--- src/rtl/tqvp_bus_arbiter_if.sv ---
// Requester and peripheral signals of the TinyQV register-bus arbiter.
// master: the arbiter's view. slave: the requesters and peripheral.
interface tqvp_bus_arbiter_if #(
   parameter int ADDR_W = 6,
   parameter int DATA_W = 32
);
   logic              req0_valid;
   logic              req0_rw;
   logic [ADDR_W-1:0] req0_addr;
   logic [DATA_W-1:0] req0_wdata;
   logic [1:0]        req0_txn;
   logic              req0_ready;
   logic              req0_done;
   logic [DATA_W-1:0] req0_rdata;

   logic              req1_valid;
   logic              req1_rw;
   logic [ADDR_W-1:0] req1_addr;
   logic [DATA_W-1:0] req1_wdata;
   logic [1:0]        req1_txn;
   logic              req1_ready;
   logic              req1_done;
   logic [DATA_W-1:0] req1_rdata;

   logic              timeout;
   logic [ADDR_W-1:0] address;
   logic [DATA_W-1:0] data_in;
   logic [1:0]        data_write_n;
   logic [1:0]        data_read_n;
   logic [DATA_W-1:0] data_out;
   logic              data_ready;

   modport master (
      input  req0_valid, req0_rw, req0_addr, req0_wdata, req0_txn,
      output req0_ready, req0_done, req0_rdata,
      input  req1_valid, req1_rw, req1_addr, req1_wdata, req1_txn,
      output req1_ready, req1_done, req1_rdata,
      output timeout, address, data_in, data_write_n, data_read_n,
      input  data_out, data_ready
   );

   modport slave (
      output req0_valid, req0_rw, req0_addr, req0_wdata, req0_txn,
      input  req0_ready, req0_done, req0_rdata,
      output req1_valid, req1_rw, req1_addr, req1_wdata, req1_txn,
      input  req1_ready, req1_done, req1_rdata,
      input  timeout, address, data_in, data_write_n, data_read_n,
      output data_out, data_ready
   );
endinterface

--- src/rtl/tqvp_bus_arbiter.sv ---
// Two-requester round-robin arbiter/sequencer for the TinyQV peripheral bus.
// Serialises accesses, holds read strobes until data_ready and times out stuck reads.
module tqvp_bus_arbiter #(
   parameter int ADDR_W  = 6,
   parameter int DATA_W  = 32,
   parameter int TIMEOUT = 64
) (
   input logic                clk,
   input logic                rst,
   tqvp_bus_arbiter_if.master bus
);
   typedef enum logic [1:0] {IDLE, WRITE, READ} state_t;

   state_t            state;
   logic              last_grant;
   logic              cur_id;
   logic [1:0]        cur_txn;
   logic [15:0]       rd_cnt;

   logic              win_id;
   logic              win_rw;
   logic [ADDR_W-1:0] win_addr;
   logic [DATA_W-1:0] win_wdata;
   logic [1:0]        win_raw_txn;
   logic [1:0]        win_txn;
   logic              any_valid;
   logic              rd_finish;
   logic [DATA_W-1:0] rd_result;

   function automatic logic [DATA_W-1:0] mask_rdata(input logic [1:0] txn,
                                                   input logic [DATA_W-1:0] d);
      logic [DATA_W-1:0] m;
      m = d;
      if (txn == 2'b00)      m[DATA_W-1:8]  = '0;
      else if (txn == 2'b01) m[DATA_W-1:16] = '0;
      return m;
   endfunction

   always_comb begin
      any_valid = bus.req0_valid | bus.req1_valid;
      // Contention goes to whoever was not served last; otherwise the lone requester.
      if (bus.req0_valid && bus.req1_valid) win_id = ~last_grant;
      else                                  win_id = bus.req1_valid;
      if (win_id) begin
         win_rw      = bus.req1_rw;
         win_addr    = bus.req1_addr;
         win_wdata   = bus.req1_wdata;
         win_raw_txn = bus.req1_txn;
      end else begin
         win_rw      = bus.req0_rw;
         win_addr    = bus.req0_addr;
         win_wdata   = bus.req0_wdata;
         win_raw_txn = bus.req0_txn;
      end
      win_txn   = (win_raw_txn == 2'b11) ? 2'b10 : win_raw_txn;
      rd_finish = bus.data_ready || (rd_cnt == 16'(TIMEOUT - 1));
      rd_result = bus.data_ready ? mask_rdata(cur_txn, bus.data_out) : '1;
   end

   always_ff @(posedge clk or posedge rst) begin
      if (rst) begin
         state            <= IDLE;
         last_grant       <= 1'b1;
         cur_id           <= 1'b0;
         cur_txn          <= 2'b10;
         rd_cnt           <= '0;
         bus.req0_ready   <= 1'b0;
         bus.req0_done    <= 1'b0;
         bus.req0_rdata   <= '0;
         bus.req1_ready   <= 1'b0;
         bus.req1_done    <= 1'b0;
         bus.req1_rdata   <= '0;
         bus.timeout      <= 1'b0;
         bus.address      <= '0;
         bus.data_in      <= '0;
         bus.data_write_n <= 2'b11;
         bus.data_read_n  <= 2'b11;
      end else begin
         bus.req0_ready <= 1'b0;
         bus.req1_ready <= 1'b0;
         bus.req0_done  <= 1'b0;
         bus.req1_done  <= 1'b0;
         bus.timeout    <= 1'b0;
         case (state)
            IDLE: begin
               if (any_valid) begin
                  last_grant  <= win_id;
                  cur_id      <= win_id;
                  cur_txn     <= win_txn;
                  bus.address <= win_addr;
                  if (win_id) bus.req1_ready <= 1'b1;
                  else        bus.req0_ready <= 1'b1;
                  // A write completes in its single strobe cycle, so done rides with ready.
                  if (win_rw) begin
                     state            <= WRITE;
                     bus.data_in      <= win_wdata;
                     bus.data_write_n <= win_txn;
                     if (win_id) bus.req1_done <= 1'b1;
                     else        bus.req0_done <= 1'b1;
                  end else begin
                     state           <= READ;
                     bus.data_read_n <= win_txn;
                     rd_cnt          <= '0;
                  end
               end
            end
            WRITE: begin
               state            <= IDLE;
               bus.data_write_n <= 2'b11;
               bus.data_in      <= '0;
            end
            READ: begin
               if (rd_finish) begin
                  state           <= IDLE;
                  bus.data_read_n <= 2'b11;
                  bus.timeout     <= ~bus.data_ready;
                  if (cur_id) begin
                     bus.req1_done  <= 1'b1;
                     bus.req1_rdata <= rd_result;
                  end else begin
                     bus.req0_done  <= 1'b1;
                     bus.req0_rdata <= rd_result;
                  end
               end else begin
                  rd_cnt <= rd_cnt + 16'd1;
               end
            end
            default: state <= IDLE;
         endcase
      end
   end
endmodule

--- src/flat_wrapper.sv ---
// flat-port wrapper written by rule: the top's interface ports become plain ports
module tqvp_bus_arbiter_flat 
#(
   parameter int ADDR_W  = 6,
   parameter int DATA_W  = 32,
   parameter int TIMEOUT = 64
)
  (clk, rst, bus_req0_valid, bus_req0_rw, bus_req0_addr, bus_req0_wdata, bus_req0_txn, bus_req0_ready, bus_req0_done, bus_req0_rdata, bus_req1_valid, bus_req1_rw, bus_req1_addr, bus_req1_wdata, bus_req1_txn, bus_req1_ready, bus_req1_done, bus_req1_rdata, bus_timeout, bus_address, bus_data_in, bus_data_write_n, bus_data_read_n, bus_data_out, bus_data_ready);
  tqvp_bus_arbiter_if #(.ADDR_W(ADDR_W), .DATA_W(DATA_W)) bus_i ();
  input logic clk;
  input logic rst;
  input wire logic [$bits(bus_i.req0_valid)-1:0] bus_req0_valid;
  input wire logic [$bits(bus_i.req0_rw)-1:0] bus_req0_rw;
  input wire logic [$bits(bus_i.req0_addr)-1:0] bus_req0_addr;
  input wire logic [$bits(bus_i.req0_wdata)-1:0] bus_req0_wdata;
  input wire logic [$bits(bus_i.req0_txn)-1:0] bus_req0_txn;
  output wire logic [$bits(bus_i.req0_ready)-1:0] bus_req0_ready;
  output wire logic [$bits(bus_i.req0_done)-1:0] bus_req0_done;
  output wire logic [$bits(bus_i.req0_rdata)-1:0] bus_req0_rdata;
  input wire logic [$bits(bus_i.req1_valid)-1:0] bus_req1_valid;
  input wire logic [$bits(bus_i.req1_rw)-1:0] bus_req1_rw;
  input wire logic [$bits(bus_i.req1_addr)-1:0] bus_req1_addr;
  input wire logic [$bits(bus_i.req1_wdata)-1:0] bus_req1_wdata;
  input wire logic [$bits(bus_i.req1_txn)-1:0] bus_req1_txn;
  output wire logic [$bits(bus_i.req1_ready)-1:0] bus_req1_ready;
  output wire logic [$bits(bus_i.req1_done)-1:0] bus_req1_done;
  output wire logic [$bits(bus_i.req1_rdata)-1:0] bus_req1_rdata;
  output wire logic [$bits(bus_i.timeout)-1:0] bus_timeout;
  output wire logic [$bits(bus_i.address)-1:0] bus_address;
  output wire logic [$bits(bus_i.data_in)-1:0] bus_data_in;
  output wire logic [$bits(bus_i.data_write_n)-1:0] bus_data_write_n;
  output wire logic [$bits(bus_i.data_read_n)-1:0] bus_data_read_n;
  input wire logic [$bits(bus_i.data_out)-1:0] bus_data_out;
  input wire logic [$bits(bus_i.data_ready)-1:0] bus_data_ready;
  assign bus_i.req0_valid = bus_req0_valid;
  assign bus_i.req0_rw = bus_req0_rw;
  assign bus_i.req0_addr = bus_req0_addr;
  assign bus_i.req0_wdata = bus_req0_wdata;
  assign bus_i.req0_txn = bus_req0_txn;
  assign bus_req0_ready = bus_i.req0_ready;
  assign bus_req0_done = bus_i.req0_done;
  assign bus_req0_rdata = bus_i.req0_rdata;
  assign bus_i.req1_valid = bus_req1_valid;
  assign bus_i.req1_rw = bus_req1_rw;
  assign bus_i.req1_addr = bus_req1_addr;
  assign bus_i.req1_wdata = bus_req1_wdata;
  assign bus_i.req1_txn = bus_req1_txn;
  assign bus_req1_ready = bus_i.req1_ready;
  assign bus_req1_done = bus_i.req1_done;
  assign bus_req1_rdata = bus_i.req1_rdata;
  assign bus_timeout = bus_i.timeout;
  assign bus_address = bus_i.address;
  assign bus_data_in = bus_i.data_in;
  assign bus_data_write_n = bus_i.data_write_n;
  assign bus_data_read_n = bus_i.data_read_n;
  assign bus_i.data_out = bus_data_out;
  assign bus_i.data_ready = bus_data_ready;
  tqvp_bus_arbiter #(.ADDR_W(ADDR_W), .DATA_W(DATA_W), .TIMEOUT(TIMEOUT)) u_core (.clk(clk), .rst(rst), .bus(bus_i));
endmodule
--- config.mk ---
export PLATFORM = sky130hd
export DESIGN_NAME = tqvp_bus_arbiter_flat
export DESIGN_NICKNAME = d
export VERILOG_FILES = /design/src/rtl/tqvp_bus_arbiter_if.sv /design/src/rtl/tqvp_bus_arbiter.sv /design/src/flat_wrapper.sv
export SDC_FILE = /design/constraint.sdc
export NUM_CORES = 1
export LEC_CHECK = 0
export CAP_MARGIN = 0
export CORE_MARGIN = 3
export CORE_UTILIZATION = 44
export CTS_CLUSTER_DIAMETER = 120
export DETAILED_ROUTE_END_ITERATION = 10
export PLACE_DENSITY = 0.81
export SYNTH_ARGS = -nofsm -noshare
export SYNTH_HDL_FRONTEND = slang
export SYNTH_SLANG_ARGS = --single-unit
--- constraint.sdc ---
create_clock -name clk -period 5 [get_ports clk]
set_input_delay 0.75 -clock clk [delete_from_list [all_inputs] [get_ports clk]]
set_output_delay 0.75 -clock clk [all_outputs]
set_load 0.05 [all_outputs]
==> impl_results.md, run 1 <==
- Final period utilization: 0.559
- Hold Vio Cnt, Final: 0
- Hold path depth: 2
- Final min period: 2.79 ns
- Clock Path Buffers: 2
- Most frequent cells in the layout: 229 x clkdlybuf4s50_1, 127 x dfrtp_1, 76 x nor2_1
- Core Area: 0.0128 sq mm
- Final Max Tran Viols: 0
- Async SR Flop Fraction: 1.00
- Tightest Pin Transition: 1.17 ns
- Logic gate share of total power: 0.547
- Clock sinks: 133
- Final Skew: 0.0122 ns
- Hold Buf Count CTS: 0
- Synth top area share: 0.541
- P_int: 3540 uW
- Crit-path max FO: 43
- Hpwl dp: 12000 um
- Kind of critical path: input port to register
- Peak VDD IR: 0.422 mV
- Fmax: 358 MHz
- Global-route wire length before repair: 26700 um
- Min-Delay Endpoint: u_core.bus.address[0]$_DFFE_PP0P_
- Synth cell types: 51
- RSZ-0062 raised after global routing: false
- Routed Antenna Nets: 0
- Count of final setup violators: 0
- Number of global-route vias before repair: 5342
- Worst Setup Start Kind: input port
- Area grow syn2layout: 49.9%
- RR Startpoint: u_core.state[1]$_DFFE_PP0P_
- Vias per cell: 5.47
- Initial antenna violation count: 0
- ANT cells: 0
- Number of CTS-inserted buffers: 17
- Synthesized area per cell: 10.7 sq um
- Synth Instances: 551
- Number of DRC markers in iteration 0: 356
- Yosys top cell by area: dfrtp_1
- Layout cells sized above 1: 0.0774
- Power Density: 774 mW/mm^2
- EDFF count, synth: 0
- Initial Util: 0.458
- Flop pwr share: 0.281
- Dpl ws: 1.83 ns
- Clk Latency, worst-skew pair: 0.40 ns
- Slew HR: 0.219
- Flops & latches, synth: 133
- Port bufs: 229
- Most common cell after layout, fill and taps aside: clkdlybuf4s50_1
- Finished Layout Cells: 947
- Switching power: 3280 uW
- Die area: 0.0148 sq mm
- H-tree depth: 4
- WP data required: 5.27 ns
- Clock root buffer: clkbuf_16
- Status: completed
- DRT Wirelength: 16600 um
- CTS tree: yes
- # Max-Cap Violations: 0
- Worst R2R Path Depth: 6
- Clock Power Share: 0.173
- Worst R2R Setup Slack: 2.41 ns
- GR Overflow Total: 0
- Sequential share of the synthesized area: 0.568
- Pin count of the biggest net entering global routing: 65
- CP arrival: 3.06 ns
- Total Neg Setup Slack: 0 ns
- Net count, final: 882
- Syn nets: 671
- I/O pin total: 230
- Clock Pin Slew Worst Setup and Hold Paths: 0.06 ns
- Ranking of synthesized cells by area: dfrtp_1 54%, mux2i_1 6.6%, a21oi_1 5.1%
- Cell Count Post-Placement: 915
- GRT Total Usage: 0.227
- # Post-CTS Setup Buffers: 0
- Leak Pwr: 0.00364 uW
- Die Y: 122 um
- Post-DP Area: 0.00825 sq mm
- Row Count: 41
- Most used DFF post-synth: dfrtp_1
- Pre-Repair DR Iteration Count: 5
- Hold WC Path Type: register to register
- CP Capture Type: register
- Final Cell Area: 0.00881 sq mm
- Routed len/inst: 17.5 um
- Cts repair resizes: 0
- Remaining design rule violation count: 0
- Via Count: 5184
- Reg-to-reg endpoint: u_core.bus.req0_rdata[31]$_DFFE_PP0P_
- Die Wd: 122 um
- Synth Cell Area: 0.00588 sq mm
- YS warnings: 0
- Post-layout worst setup margin: 2.21 ns
- Routability Congestion: 0.816
- Sw frac: 0.481
- Final Core Density: 0.687
- Worst Min Path Start: u_core.bus.address[0]$_DFFE_PP0P_
==> power groups by stage <==
stage	sequential [uW]	combinational (uW)	clock, uW
finish	1910	3730	1180
global route	1970	3950	1240
CTS	1910	3760	1200
detailed placement	1920	3750	0
global placement	1910	3680	0
floorplan	3410	958	0
==> per-layer routing <==
metal	vias up	part of all wire	GRT usage
met5	-	0	0
met1	2498	0.40	0.290
met4	0	0.014	0.0672
met2	240	0.48	0.368
met3	15	0.099	0.0775
li1	2431	-	-
==> worst max-delay path, cell delays in order <==
cell and delay (ns):
clkdlybuf4s50_1 0.49, a21boi_4 0.18, buf_4 0.58, mux2i_2 0.46
a21oi_4 0.22, o21ai_0 0.25, o41ai_1 0.11
==> state kept, by name, summed over array words and instances (netlist names) <==
signal	count
u_core.bus.req0_done	1
u_core.bus.req1_rdata	32
u_core.cur_id	1
u_core.bus.address	6
u_core.cur_txn	2
u_core.bus.req0_ready	1
u_core.bus.req1_done	1
u_core.rd_cnt	16
u_core.bus.req0_rdata	32
u_core.state	2
u_core.last_grant	1
u_core.bus.req1_ready	1
u_core.bus.data_write_n	2
u_core.bus.data_in	32
u_core.bus.timeout	1
u_core.bus.data_read_n	2
==> stage by stage <==
step                power (uW)  hold slack (ns)
floorplan                 4370            0.465
global placement          5590            0.458
detailed placement        5670            0.456
CTS                       6870            0.468
global route              7160            0.486
finish                    6820            0.461
==> logic make-up after synthesis <==
| kind of cell | Yosys count | share of synthesized area |
|---|---|---|
| AO/OA/AOI/OAI | 176 | 0.199 |
| adder cells (fa/ha/maj) | 1 | 0.00213 |
| buffers and inverters | 50 | 0.0402 |
| flip-flops | 133 | 0.568 |
| multiplexers | 40 | 0.0688 |
| AND/OR/NAND/NOR | 151 | 0.122 |
==> layout make-up <==
type	instances	area, sq um
Tap cell	172	215
Multi-Input combinational cell	368	2330
Clock buffer	18	439
Clock inverter	14	126
Fill cell	974	4010
Sequential cell	133	3340
Inverter	7	28.8
Timing Repair Buffer	235	2340
==> Yosys cell counts, types with 2 or more instances <==
| library cell | n |
|---|---|
| a211oi_1 | 32 |
| a21o_1 | 4 |
| a21oi_1 | 60 |
| a31oi_1 | 4 |
| and2_1 | 2 |
| and3_1 | 2 |
| buf_2 | 18 |
| buf_4 | 3 |
| buf_6 | 2 |
| clkbuf_1 | 20 |
| dfrtp_1 | 127 |
| dfstp_2 | 6 |
| inv_1 | 7 |
| mux2i_1 | 39 |
| nand2_1 | 37 |
| nand2b_1 | 4 |
| nand3_1 | 4 |
| nand4_1 | 5 |
| nor2_1 | 76 |
| nor2_2 | 2 |
| nor3_1 | 3 |
| nor4_2 | 2 |
| o21ai_0 | 27 |
| o21ai_1 | 4 |
| o22a_1 | 16 |
| o31ai_1 | 3 |
| o32a_1 | 16 |
| o41ai_1 | 2 |
| or3_1 | 2 |
==> worst max path at each step <==
stage                   startpoint                                     to  slack, ns  depth (start not counted)
global placement    bus_data_ready  u_core.bus.req0_rdata[29]$_DFFE_PP0P_       1.89                          6
detailed placement  bus_req1_valid     u_core.bus.data_in[21]$_DFFE_PP0P_       1.83                          7
finish              bus_req1_valid          u_core.rd_cnt[11]$_DFFE_PP0P_       2.21                          7
floorplan                      rst      u_core.bus.address[0]$_DFFE_PP0P_       0.71                          1
global route        bus_data_ready  u_core.bus.req0_rdata[31]$_DFFE_PP0P_       2.05                          6
CTS                 bus_data_ready  u_core.bus.req0_rdata[31]$_DFFE_PP0P_       2.24                          6
Note: power is estimated with default switching activity, not from simulation.
==> run 2: changes to the inputs <==
==> constraint.sdc (replaced) <==
create_clock -name clk -period 2.7 [get_ports clk]
set_input_delay 0.405 -clock clk [delete_from_list [all_inputs] [get_ports clk]]
set_output_delay 0.405 -clock clk [all_outputs]
set_load 0.05 [all_outputs]
==> run 2 against run 1 <==
  * Via count rose by 0.37%
  * Sequential cell count did not move
  * Non-clock buffer count rose by 9
  * Cell area rose by 1.1%
  * Die area did not move
  * Routed wire length rose by 2.9%
  * Utilization rose by 0.75 points
  * Total power rose by 85%
  * Clock skew fell by 0.0038 ns
  * Cell count rose by 0.95%
  * Sequential share of layout area fell by 0.41 points
  * First-iteration DRC count rose by 7.3%
  * Critical endpoint is now bus_data_write_n[0]
  * Highest routed layer unchanged
==> impl_results.md, run 2 (synthesized netlist as in run 1, its figures left out) <==
- Clock root buffer: clkbuf_16
- Net count, final: 891 (+1.0%)
- I/O pin total: 230 (unchanged)
- Most Crowded Layer GR: met2
- Initial antenna violation count: 0 (unchanged)
- Cell Count Post-Placement: 924 (+0.98%)
- CP peak stage delay: 0.84 ns (+0.26 ns)
- Most common cell after layout, fill and taps aside: clkdlybuf4s50_1
- RR Startpoint: u_core.rd_cnt[0]$_DFFE_PP0P_
- ANT cells: 0 (unchanged)
- P_int: 6570 uW (+86%)
- Final min period: 2.18 ns
- Crit path from: u_core.bus.data_write_n[0]$_DFFE_PP1P_
- Clock Pin Slew Worst Setup and Hold Paths: 0.06 ns (about the same)
- Largest regs: u_core.bus.data_in: 32 flops, u_core.bus.req0_rdata: 32 flops, u_core.bus.req1_rdata: 32 flops
- Worst Setup Start Kind: register
- Core Area: 0.0128 sq mm (unchanged)
- Met2 usage: 0.385 (+0.0180)
- Number of global-route vias before repair: 5311 (-0.58%)
- Hold Vio Cnt, Final: 0 (unchanged)
- GRT Total Usage: 0.236 (+0.00879)
- # Max-Cap Violations: 0 (unchanged)
- Leak Pwr: 0.00369 uW (+1.3%)
- Hpwl dp: 12500 um (+3.7%)
- Flop pwr share: 0.280 (about the same)
- WP data required: 2.30 ns (-2.97 ns)
- Sw frac: 0.481 (about the same)
- Fill cells: 971 (-0.31%)
- Kind of critical path: register to output port
- Global-route wire length before repair: 27500 um (+2.9%)
- Initial Util: 0.458 (unchanged)
- Total power draw: 12700 uW (+85%)
- Worst path buffer plus inverter count: 1 (-1)
- Final Skew: 0.00848 ns (-0.00376 ns)
- Die Y: 122 um (unchanged)
- GR Layer Usage met1: 0.303 (+0.0122)
- Crit path max-delay family: buffers and inverters
- Total Neg Setup Slack: 0 ns (unchanged)
- Finished Layout Cells: 956 (+0.95%)
- Port bufs: 229 (unchanged)
- Cell Chain, Critical Path: clkdlybuf4s50_1
- Clock sinks: 133 (unchanged)
- Vias per cell: 5.44 (-0.58%)
- Tightest Pin Transition: 0.983 ns (-0.184 ns)
- Die Wd: 122 um (unchanged)
- Die area: 0.0148 sq mm (unchanged)
- Number of CTS-inserted buffers: 17 (unchanged)
- Area grow syn2layout: 51.6%
- Crit-path max FO: 2 (-95%)
- Routed len/inst: 17.9 um (+1.9%)
- Final Max Tran Viols: 0 (unchanged)
- Post-DP Area: 0.00837 sq mm (+1.4%)
- DRT Wirelength: 17100 um (+2.9%)
- CP Capture Type: output port
- Remaining design rule violation count: 0 (unchanged)
- Hold Buf Count CTS: 0 (unchanged)
- Clk Latency, worst-skew pair: 0.40 ns (about the same)
- Routability Congestion: 0.823 (+0.87%)
- Most frequent cells in the layout: 229 x clkdlybuf4s50_1, 127 x dfrtp_1, 76 x nor2_1
- Power Density: 1420 mW/mm^2 (+83%)
- Row Count: 41 (unchanged)
- Pin count of the biggest net entering global routing: 44 (-32%)
- Post-layout worst setup margin: 0.524 ns (-1.68 ns)
- Pre-Repair DR Iteration Count: 5 (unchanged)
- Hold WC Path Type: input port to async pin
- Slew HR: 0.344 (+0.125)
- Number of DRC markers in iteration 0: 382 (+7.3%)
- # Post-CTS Setup Buffers: 0 (unchanged)
- Slowest cell on crit path: clkdlybuf4s50_1
- Fmax: 459 MHz
- Logic gate share of total power: 0.554 (+0.007)
- Routed Antenna Nets: 0 (unchanged)
- Worst R2R Setup Slack: 0.64 ns (-1.77 ns)
- Status: completed
- Peak VDD IR: 0.760 mV (+80%)
- Count of final setup violators: 0 (unchanged)
- Clock Power Share: 0.166 (-0.007)
- CP arrival: 1.77 ns (-1.29 ns)
- Via Count: 5203 (+0.37%)
- M3 GR Usage: 0.0724 (-0.00511)
- GR Overflow Total: 0 (unchanged)
- Dpl ws: 0.378 ns (-1.45 ns)
- Clock Path Buffers: 2 (unchanged)
- Final Cell Area: 0.00891 sq mm (+1.1%)
- CTS tree: yes
- Layout cells sized above 1: 0.0867 (+0.00932)
- Final period utilization: 0.806
- Switching power: 6080 uW (+85%)
- RSZ-0062 raised after global routing: false
- Cts repair resizes: 0 (unchanged)
- H-tree depth: 4 (unchanged)
## run 2: stage by stage
| stage | hold slack, ns | util |
|---|---|---|
| after CTS | 0.472 | 0.695 |
| after global routing | 0.491 | 0.695 |
| after detailed placement | 0.460 | 0.652 |
| after floorplan | 0.465 | - |
| final | 0.468 | 0.695 |
| after global placement | 0.462 | 0.652 |
## run 2: final timing paths
| path | end | cells after the start |
|---|---|---|
| setup / recovery | bus_data_write_n[0] | 1 |
| hold / removal | u_core.bus.address[5]$_DFFE_PP0P_ | 2 |
| setup reg to reg | u_core.rd_cnt[5]$_DFFE_PP0P_ | 7 |
| hold reg to reg | u_core.bus.address[0]$_DFFE_PP0P_ | 2 |
| max in group asynchronous | u_core.cur_txn[1]$_DFFE_PP1P_ | 3 |
| min in group clk | u_core.bus.address[0]$_DFFE_PP0P_ | 2 |
## run 2: power by group through the flow
stage | clock network [uW] | logic (uW) | registers, uW
after floorplan | 0 | 1780 | 6310
after CTS | 2140 | 7060 | 3540
after detailed placement | 0 | 7030 | 3550
after global routing | 2230 | 7380 | 3650
after global placement | 0 | 6890 | 3520
final | 2100 | 7000 | 3540
## run 2: routing by layer
layer | share of wire | wire, um
met1 | 0.40 | 6900
met2 | 0.48 | 8280
met3 | 0.095 | 1620
met4 | 0.017 | 295
met5 | 0 | 0
## run 2: cell type report
type,instances,area (sq um),share of cell area
Clock buffer,18,429,0.0482
Clock inverter,14,114,0.0128
Inverter,7,30.0,0.00337
Multi-Input combinational cell,368,2330,0.262
Sequential cell,133,3340,0.374
Tap cell,172,215,0.0242
Timing Repair Buffer,244,2450,0.276
==> run 3: changes to the inputs <==
--- a/config.mk
+++ b/config.mk
@@ -7,10 +7,10 @@
 export LEC_CHECK = 0
 export CAP_MARGIN = 0
 export CORE_MARGIN = 3
-export CORE_UTILIZATION = 44
+export CORE_UTILIZATION = 40
 export CTS_CLUSTER_DIAMETER = 120
 export DETAILED_ROUTE_END_ITERATION = 10
-export PLACE_DENSITY = 0.81
+export PLACE_DENSITY = 0.77
 export SYNTH_ARGS = -nofsm -noshare
 export SYNTH_HDL_FRONTEND = slang
 export SYNTH_SLANG_ARGS = --single-unit
==> constraint.sdc (replaced) <==
create_clock -name clk -period 1.9 [get_ports clk]
set_input_delay 0.285 -clock clk [delete_from_list [all_inputs] [get_ports clk]]
set_output_delay 0.285 -clock clk [all_outputs]
set_load 0.05 [all_outputs]
==> run 3 against run 2 <==
  * Register-to-register slack got worse by 0.53 ns
  * Worst hold slack worse by 0.11 ns
  * Critical path depth unchanged
  * Sequential share of layout area decreased by 1.6 points
  * Routed wire length increased by 3.7%
  * Setup slack got worse by 0.49 ns
==> impl_results.md, run 3 (synthesized netlist as in run 1, its figures left out) <==
- CP peak stage delay: 0.81 ns (-0.03 ns)
- Remaining design rule violation count: 0 (unchanged)
- Worst Setup Start Kind: register
- Most common cell after layout, fill and taps aside: clkdlybuf4s50_1
- Final Skew: 0.00684 ns (-0.00165 ns)
- I/O pin total: 230 (unchanged)
- Tightest Pin Transition: 0.572 ns (-0.411 ns)
- Initial Util: 0.415 (-0.0429)
- Count of final setup violators: 0 (unchanged)
- Status: completed
- RR Startpoint: u_core.rd_cnt[0]$_DFFE_PP0P_
- Clock sinks: 133 (unchanged)
- Worst path buffer plus inverter count: 1 (unchanged)
- DRT Wirelength: 17700 um (+3.7%)
- Die area: 0.0162 sq mm (+9.5%)
- Critical path depth: 1 (unchanged)
- Dpl ws: -0.171 ns (-0.549 ns)
- Clock Pin Slew Worst Setup and Hold Paths: 0.06 ns (about the same)
- Power Density: 1970 mW/mm^2 (+39%)
- H-tree depth: 4 (unchanged)
- Final period utilization: 0.982
- Switching power: 8560 uW (+41%)
- Clock Path Buffers: 2 (unchanged)
- Worst R2R Path Depth: 7 (unchanged)
- WP data required: 1.62 ns (-0.68 ns)
- Clock Power Share: 0.176 (+0.010)
- Flop pwr share: 0.269 (-0.011)
- Slowest cell on crit path: clkdlybuf4s50_1
- Largest regs: u_core.bus.data_in: 32 flops, u_core.bus.req0_rdata: 32 flops, u_core.bus.req1_rdata: 32 flops
- Final min period: 1.87 ns
- Kind of critical path: register to output port
- # Max-Cap Violations: 0 (unchanged)
- Sw frac: 0.467 (-0.0139)
- CP arrival: 1.58 ns (-0.19 ns)
- CTS tree: yes
- Via Count: 5333 (+2.5%)
- Slew HR: 0.619 (+0.275)
- Crit-path max FO: 2 (unchanged)
- Final Max Tran Viols: 0 (unchanged)
- Fmax: 536 MHz
- CP Capture Type: output port
- Die Wd: 127 um (+4.6%)
- Leak Pwr: 0.00422 uW (+14%)
- Most frequent cells in the layout: 176 x clkdlybuf4s50_1, 125 x dfrtp_1, 76 x nor2_1
- Peak VDD IR: 1.17 mV (+54%)
- Total Neg Setup Slack: 0 ns (unchanged)
- GRT Total Usage: 0.216 (-0.0199)
- Pre-Repair DR Iteration Count: 5 (unchanged)
- Layout cells sized above 1: 0.125 (+0.0387)
- Vias per cell: 5.41 (-0.62%)
- Clk Latency, worst-skew pair: 0.41 ns (about the same)
- Global-route wire length before repair: 27700 um (+0.91%)
- Crit path max-delay family: buffers and inverters
- Core Area: 0.0141 sq mm (+10%)
- GR Overflow Total: 0 (unchanged)
- Crit path from: u_core.bus.req0_rdata[12]$_DFFE_PP0P_
- Hold WC Path Type: input port to async pin
- Number of DRC markers in iteration 0: 288 (-25%)
- Hpwl dp: 12700 um (+2.0%)
- Initial antenna violation count: 1 (+1)
- Routability Congestion: 0.851 (+3.3%)
- Die Y: 127 um (+4.6%)
- Port bufs: 229 (unchanged)
- Number of CTS-inserted buffers: 17 (unchanged)
- Clock root buffer: clkbuf_16
- Area grow syn2layout: 58.5%
- Logic gate share of total power: 0.555 (about the same)
- Hold Vio Cnt, Final: 0 (unchanged)
- Net count, final: 914 (+2.6%)
- Pin count of the biggest net entering global routing: 106 (+140%)
- Post-layout worst setup margin: 0.0347 ns (-0.489 ns)
- Cell Chain, Critical Path: clkdlybuf4s50_1
- Row Count: 43 (+4.9%)
- P_int: 9780 uW (+49%)
- Number of global-route vias before repair: 5475 (+3.1%)
- Routed len/inst: 18.0 um (+0.52%)
- Routed Antenna Nets: 0 (unchanged)
[run 3: cell count changes in the layout (fill, tap and decap cells not counted), moves of 5 or more]
cell,delta
buf_4,+26
clkbuf_8,+6
clkdlybuf4s50_1,-53
clkinv_2,-6
dlygate4sd2_1,+5
dlymetal6s2s_1,+38
[run 3: repair_timing]
item / in CTS / in global routing
hold buffers: 0 / 0
cloned: 0 / 1
setup endpoints to repair: 5 / 107
resized for setup: 5 / 51
setup buffers: 0 / 1
hold endpoints to repair: 0 / 0
pin swaps: 0 / 3
[run 3: tightest hold or removal path, stage by stage]
cell and delay [ns]:
clkdlybuf4s50_1 0.44, clkinvlp_4 0.11, buf_4 0.34
[run 3: routing by layer]
layer  routed length (um)  track usage
met1                 6940        0.259
met4                  318       0.0681
met5                    0            0
met2                 8670        0.352
met3                 1800       0.0924
[run 3: final cells by class]
cell class	count	area, sq um
fillers	1082	4840
flip-flops and latches	133	3340
repair buffers	267	2760
multi-input cells	368	2370
clock buffers	27	523
well taps	180	225
clock inverters	3	65.1
inverters	7	30.0
diodes	1	2.50
[run 3: power by group through the flow]
stage	Combinational, uW	Sequential [uW]	Clock, uW
2_1_floorplan	2520	8970	0
6_report	10200	4930	3230
4_1_cts	10200	4950	3290
3_5_place_dp	10300	4960	0
5_1_grt	10700	5080	3420
3_3_place_gp	10100	4910	0
[run 3: path summary, 6_finish.rpt]
kind                                                        end  slack [ns]
max in group asynchronous          u_core.rd_cnt[8]$_DFFE_PP0P_        1.04
hold reg to reg               u_core.bus.address[0]$_DFFE_PP0P_        0.46
hold / removal                u_core.bus.data_in[4]$_DFFE_PP0P_        0.36
setup / recovery                             bus_req0_rdata[12]        0.03
min in group clk              u_core.bus.address[0]$_DFFE_PP0P_        0.46
setup reg to reg           u_core.bus.req0_rdata[7]$_DFFE_PP0P_        0.11
[run 3: per-stage QoR]
stage          instance area [sq um]   util  cells  total power [uW]  hold slack (ns)
2_1_floorplan                   5880      -    551             11500            0.401
3_3_place_gp                    8550  0.604    953             15000            0.453
3_5_place_dp                    8550  0.604    953             15200            0.454
4_1_cts                         9130  0.645    983             18500            0.360
5_1_grt                         9310  0.658    986             19200            0.390
6_report                        9310  0.658    986             18300            0.357
